<file path="src/rtl/pond_stream_pkg.sv">
// Shared constants and types for the pond stream transmitter.
package pond_stream_pkg;

   localparam int DATA_WIDTH       = 16;
   localparam int CYCLE_WIDTH      = 16;
   localparam int RANGE_WIDTH      = 5;
   localparam int ITERATOR_SUPPORT = 2;
   localparam int FIFO_DEPTH       = 4;

   typedef logic [DATA_WIDTH-1:0]  data_t;
   typedef logic [CYCLE_WIDTH-1:0] cycle_t;
   typedef logic [RANGE_WIDTH-1:0] range_t;

   // Index 0 is the inner loop level, index 1 the outer level.
   typedef logic [ITERATOR_SUPPORT-1:0][RANGE_WIDTH-1:0] ranges_t;
   typedef logic [ITERATOR_SUPPORT-1:0][CYCLE_WIDTH-1:0] strides_t;

endpackage

</file>
<file path="src/rtl/sched_stream_fifo.sv">
// Small synchronous FIFO with a combinational head; DEPTH must be a power of 2.
// Contents are not cleared on reset: an empty FIFO never exposes its storage.
module sched_stream_fifo #(
   parameter int WIDTH = 16,
   parameter int DEPTH = 4
) (
   input  logic             clk,
   input  logic             rst,
   input  logic             push,
   input  logic             pop,
   input  logic [WIDTH-1:0] data_in,
   output logic [WIDTH-1:0] head,
   output logic             empty,
   output logic             full
);

   localparam int AW = $clog2(DEPTH);
   localparam logic [AW-1:0] PTR_ONE  = AW'(1);
   localparam logic [AW:0]   CNT_ONE  = (AW+1)'(1);
   localparam logic [AW:0]   CNT_FULL = (AW+1)'(DEPTH);

   logic [WIDTH-1:0] mem [DEPTH];
   logic [AW-1:0]    rd_ptr;
   logic [AW-1:0]    wr_ptr;
   logic [AW:0]      count;
   logic             do_push;
   logic             do_pop;

   assign empty   = (count == '0);
   assign full    = (count == CNT_FULL);
   assign head    = mem[rd_ptr];
   assign do_push = push & ~full;
   assign do_pop  = pop & ~empty;

   // Storage write; no reset needed since occupancy is tracked separately.
   always_ff @(posedge clk) begin
      if (do_push) begin
         mem[wr_ptr] <= data_in;
      end
   end

   // Pointer and occupancy tracking; simultaneous push and pop keep count.
   always_ff @(posedge clk or posedge rst) begin
      if (rst) begin
         rd_ptr <= '0;
         wr_ptr <= '0;
         count  <= '0;
      end else begin
         if (do_push) begin
            wr_ptr <= wr_ptr + PTR_ONE;
         end
         if (do_pop) begin
            rd_ptr <= rd_ptr + PTR_ONE;
         end
         case ({do_push, do_pop})
            2'b10:   count <= count + CNT_ONE;
            2'b01:   count <= count - CNT_ONE;
            default: count <= count;
         endcase
      end
   end

endmodule

</file>
<file path="src/rtl/sched_stream_tx.sv">
// Schedule-driven stream transmitter for a pond write port.
// Words arrive on a valid/ready stream into a FIFO and leave one per
// scheduled cycle; the schedule is a 2-level nested-loop address sequence
// compared against a free-running cycle counter.
// Optional macro SCHED_STREAM_TX_BYPASS_EN: at a scheduled slot with an empty
// FIFO, a same-cycle input word is forwarded straight to the output.
module sched_stream_tx #(
   parameter int DATA_WIDTH       = pond_stream_pkg::DATA_WIDTH,
   parameter int FIFO_DEPTH       = pond_stream_pkg::FIFO_DEPTH,
   parameter int ITERATOR_SUPPORT = pond_stream_pkg::ITERATOR_SUPPORT,
   parameter int RANGE_WIDTH      = pond_stream_pkg::RANGE_WIDTH,
   parameter int CYCLE_WIDTH      = pond_stream_pkg::CYCLE_WIDTH
) (
   input  logic                                          clk,
   input  logic                                          rst,
   input  logic                                          tile_en,
   input  logic [DATA_WIDTH-1:0]                         data_in,
   input  logic                                          valid_in,
   output logic                                          ready_out,
   input  logic [1:0]                                    dimensionality,
   input  logic [ITERATOR_SUPPORT-1:0][RANGE_WIDTH-1:0]  ranges,
   input  logic [CYCLE_WIDTH-1:0]                        sched_starting_addr,
   input  logic [ITERATOR_SUPPORT-1:0][CYCLE_WIDTH-1:0]  sched_strides,
   output logic [DATA_WIDTH-1:0]                         data_out,
   output logic                                          valid_out,
   output logic                                          done,
   output logic                                          underflow
);

   import pond_stream_pkg::*;

   localparam logic [CYCLE_WIDTH-1:0] CYCLE_ONE = CYCLE_WIDTH'(1);
   localparam logic [RANGE_WIDTH-1:0] RANGE_ONE = RANGE_WIDTH'(1);

   logic [CYCLE_WIDTH-1:0] cycle_count;
   logic [CYCLE_WIDTH-1:0] addr_off;
   logic [CYCLE_WIDTH-1:0] sched_addr;
   logic [RANGE_WIDTH-1:0] it0;
   logic [RANGE_WIDTH-1:0] it1;
   logic                   done_q;
   logic                   underflow_q;

   logic                   active;
   logic                   match;
   logic                   step_inner;
   logic                   step_outer;
   logic                   bypass;
   logic                   fifo_push;
   logic                   fifo_pop;
   logic                   fifo_empty;
   logic                   fifo_full;
   logic [DATA_WIDTH-1:0]  fifo_head;

   // The schedule address is kept as an offset from the start address so
   // that the register resets to a constant.
   assign sched_addr = sched_starting_addr + addr_off;
   assign active     = tile_en & ~rst;
   assign match      = active & ~done_q & (dimensionality != 2'd0)
                     & (cycle_count == sched_addr);

   // Inner level advances first; the outer level advances only once the
   // inner counter has reached its range.
   assign step_inner = (dimensionality != 2'd0) & (it0 != ranges[0]);
   assign step_outer = ~step_inner & (dimensionality == 2'd2) & (it1 != ranges[1]);

`ifdef SCHED_STREAM_TX_BYPASS_EN
   assign bypass = match & fifo_empty & valid_in;
`else
   assign bypass = 1'b0;
`endif

   // Input stream: a word transfers on any cycle where valid_in and ready_out
   // are both high. ready_out never looks at a same-cycle pop, so a full FIFO
   // refuses input even while it is releasing a word. A bypassed word is
   // taken by the output directly and never written into the FIFO.
   assign ready_out = (active & ~fifo_full & ~done_q) | bypass;
   assign fifo_push = valid_in & ready_out & ~bypass;
   assign fifo_pop  = match & ~fifo_empty;

   assign valid_out = fifo_pop | bypass;
   assign data_out  = bypass     ? data_in :
                      fifo_empty ? '0      : fifo_head;
   assign done      = done_q;
   assign underflow = underflow_q;

   sched_stream_fifo #(
      .WIDTH (DATA_WIDTH),
      .DEPTH (FIFO_DEPTH)
   ) u_fifo (
      .clk     (clk),
      .rst     (rst),
      .push    (fifo_push),
      .pop     (fifo_pop),
      .data_in (data_in),
      .head    (fifo_head),
      .empty   (fifo_empty),
      .full    (fifo_full)
   );

   // Free-running cycle counter, frozen while the tile is disabled.
   always_ff @(posedge clk or posedge rst) begin
      if (rst) begin
         cycle_count <= '0;
      end else if (tile_en) begin
         cycle_count <= cycle_count + CYCLE_ONE;
      end
   end

   // Loop iterator, schedule address and sticky done/underflow flags.
   always_ff @(posedge clk or posedge rst) begin
      if (rst) begin
         it0         <= '0;
         it1         <= '0;
         addr_off    <= '0;
         done_q      <= 1'b0;
         underflow_q <= 1'b0;
      end else if (tile_en) begin
         if (dimensionality == 2'd0) begin
            done_q <= 1'b1;
         end
         if (match) begin
            if (step_inner) begin
               it0      <= it0 + RANGE_ONE;
               addr_off <= addr_off + sched_strides[0];
            end else if (step_outer) begin
               it0      <= '0;
               it1      <= it1 + RANGE_ONE;
               addr_off <= addr_off + sched_strides[1];
            end else begin
               done_q <= 1'b1;
            end
            if (fifo_empty & ~bypass) begin
               underflow_q <= 1'b1;
            end
         end
      end
   end

endmodule

</file>
<file path="config.mk">
export PLATFORM = sky130hd
export DESIGN_NAME = sched_stream_tx
export DESIGN_NICKNAME = d
export VERILOG_FILES = /design/src/rtl/pond_stream_pkg.sv /design/src/rtl/sched_stream_fifo.sv /design/src/rtl/sched_stream_tx.sv
export SDC_FILE = /design/constraint.sdc
export NUM_CORES = 1
export LEC_CHECK = 0
export CORE_MARGIN = 10
export CORE_UTILIZATION = 42
export CTS_BUF_LIST = sky130_fd_sc_hd__clkbuf_16
export CTS_CLUSTER_DIAMETER = 60
export DETAILED_ROUTE_END_ITERATION = 12
export PLACE_DENSITY_LB_ADDON = 0.25
export SKIP_CTS_REPAIR_TIMING = 1
export SLEW_MARGIN = 30
export SYNTH_ARGS = -nofsm -noshare
export SYNTH_HDL_FRONTEND = slang
export SYNTH_SLANG_ARGS = --single-unit
export TNS_END_PERCENT = 20
</file>
<file path="constraint.sdc">
create_clock -name clk -period 6.09 [get_ports clk]
set_input_delay 1.5225 -clock clk [delete_from_list [all_inputs] [get_ports clk]]
set_output_delay 1.5225 -clock clk [all_outputs]
set_load 0.005 [all_outputs]
</file>
==> reports/qor.txt <==
Initial antenna violation count: 0
Clock share of power: 0.434
Final WL: 16400 um
Top-count cell post-synth: edfxtp_1
Register bit count reported by yosys: 115
Comb pwr share: 0.182
Iter 0 DRT Violations: 297
Final core occ: 0.576
Yosys cell types: 64
Number of port buffers: 99
Avg Vias per Cell: 5.22
Chip width: 147 um
WS Path Type: input port to output pin
Final HPWL DP: 12500 um
Crit start category: input port
Int Pwr: 0.00172 W
Vias in the first global route: 5227
Pin count of the biggest net entering global routing: 52
Filler instances: 1288
Maximum fanout along the worst path: 4
CTS tree: built
Skew-Pair Late Insertion Delay: 0.42 ns
Post-Syn Nets: 680
Share of cells above drive strength 1: 0.223
Skew final: 0.00924 ns
Starting Density: 0.427
Worst Path Arrival: 4.48 ns
N_diodes: 0
Maximum VDD drop: 0.334 mV
DIE HEIGHT: 147 um
Worst hold path type: flip-flop to flip-flop
Routability cong.: 0.889
Wirelength per Cell: 17.1 um
Row cnt: 46
Area leader, netlist: edfxtp_1
Setup TNS: 0 ns
Sink Count: 115
Global-route wire length before repair: 26000 um
Area grow syn2layout: 35.1%
Commonest cells in the synthesized netlist: edfxtp_1, dfrtp_1, xnor2_1
Final Max Tran Viols: 0
Leakage power: 3.79 nW
Crit-path cells: clkdlybuf4s50_1 > ha_4 > a211oi_1 > o21bai_1 > and2_1 > or4_4 > a2111oi_4 > nand4_1 > and4b_1 > nor2b_4 > clkbuf_2
Worst slew pin tran: 0.909 ns
RSZ-0062 raised after global routing: false
Top cell type's share of synthesized area: 0.285
GRT Overall Usage: 0.151
Min cycle time layout: 6.00 ns
DIE AREA: 0.0216 mm2
Synth warnings: 0
CTS max path bufs: 2
Main synth FF type: edfxtp_1
Grt ovf: 0
Crit. Startpoint: sched_starting_addr[7]
Mapped Cells: 559
Seq/Total Area, Yosys: 0.474
IO Count: 100
Worst path slowest cell: or4_4
Reg power frac: 0.384
Root buf cell: clkbuf_16
Status: completed
Sw frac: 0.274
Final setup viols: 0
Syn Area/Cell: 12.1 um2
Fmax achieved: 167 MHz
DRC: 0
Worst hold path startpoint: underflow
Number of enable flip-flop cells after synthesis: 64
Nets@finish: 848
Worst slew margin: 0.394
Worst reg2reg path startpoint: addr_off[0]
Mapped Area: 0.00675 mm2
Critical Path RT: 4.57 ns
Routed Antenna Nets: 0
Core Region: 0.0158 mm2
Pwr Total: 0.00237 W
Largest cells by area after synthesis: edfxtp_1, dfrtp_1, ha_1
Crit. End Element: output pin
CTS buffer count: 17
Crit-path max cell delay: 0.55 ns
Max-cap violations: 0
Power Dens Cells: 260 mW/mm2
Async SR Flop Fraction: 0.443
1st-pass router iterations: 6
Clk slew on worst S/H paths: 0.06 ns
Tcrit/Tclk final: 0.985
Via Count: 4994
Fin. Hold Viols: 0
H-tree level count: 4
Net Sw Power: 0.000650 W
-- kinds of logic (layout without fill, tap and decap cells) --
| logic type | Yosys count | count (layout) | share of synthesized area |
|---|---|---|---|
| and+or+nand+nor | 159 | 159 | 0.129 |
| DFF | 115 | 115 | 0.474 |
| AOI/OAI and AO/OA | 89 | 89 | 0.0878 |
| xor gates and xnor gates | 75 | 75 | 0.0993 |
| muxes | 51 | 51 | 0.111 |
| adders and majority gates | 41 | 41 | 0.0793 |
| buffers and inverters | 29 | 210 | 0.0204 |
-- power by group through the flow --
stage | clock, W | sequential [W] | combinational, W
floorplan | 0 | 0.000914 | 0.000230
global placement | 0 | 0.000923 | 0.000406
detailed placement | 0 | 0.000926 | 0.000419
CTS | 0.00104 | 0.000911 | 0.000423
global route | 0.00108 | 0.000917 | 0.000475
finish | 0.00103 | 0.000911 | 0.000431
-- layout make-up --
type                            count  area, um2  area share
Multi-Input combinational cell    415       3510       0.385
Sequential cell                   115       3200       0.351
Timing Repair Buffer              163       1470       0.161
Clock buffer                       17        425      0.0466
Tap cell                          216        270      0.0296
Clock inverter                     15        184      0.0202
Inverter                           15       58.8     0.00645
-- layout by cell type, fill, tap and decap left out, types with 5 or more instances in the layout --
cell type        count
xnor2_1             44
clkdlybuf4s50_1     96
nand3_1             26
and2_1               6
nand4_1             10
xor2_1              29
mux2_2              28
and3_1              14
inv_1               14
o211ai_1             5
mux4_2              16
clkbuf_16           17
mux2i_1              5
edfxtp_1            64
nand2_1             25
a21oi_1             24
nor3_1              15
a211oi_1             5
dfrtp_1             50
ha_1                36
nor2b_1             16
o21ai_0             12
buf_4               64
a21o_1              12
inv_6                6
nor2_1              23
-- per-layer routing --
metal	part of all wire	global-route usage	vias up
li1	-	-	2441
met1	0.44	0.187	2445
met2	0.50	0.254	92
met3	0.051	0.0408	16
met4	0.0092	0.0370	0
met5	0	0	-
-- registers in the layout (all words and copies together), names as in the netlist --
| register | count |
|---|---|
| addr_off | 16 |
| cycle_count | 16 |
| done | 1 |
| it0 | 5 |
| it1 | 5 |
| u_fifo.count | 3 |
| u_fifo.mem | 64 |
| u_fifo.rd_ptr | 2 |
| u_fifo.wr_ptr | 2 |
| underflow | 1 |
-- worst max-delay path, delay by kind of cell --
kind / cells / cell delay (ns)
and+or+nand+nor: 5 / 1.38
adders and majority gates: 1 / 0.23
buffers and inverters: 2 / 0.65
AOI/OAI and AO/OA: 3 / 0.71
-- worst paths after layout --
check,end,slack (ns),depth (start not counted)
setup / recovery,valid_out,0.09,11
hold / removal,underflow,0.49,1
setup reg to reg,u_fifo.count[2],1.71,19
hold reg to reg,underflow,0.49,1
max in group asynchronous,u_fifo.rd_ptr[0],4.00,2
min in group asynchronous,done,1.62,2
-- metrics by stage --
step                      hold WS, ns  std cells  setup slack (ns)  cell area [um2]
final                           0.488        956            0.0919             9120
after global placement          0.470        921            -0.648             8410
after floorplan                 0.451        559             0.492             6750
after CTS                       0.496        953            -0.756             9020
after detailed placement        0.484        921            -0.718             8410
after global routing            0.501        956           0.00345             9120
No activity file was read; power rests on OpenSTA's default activity.
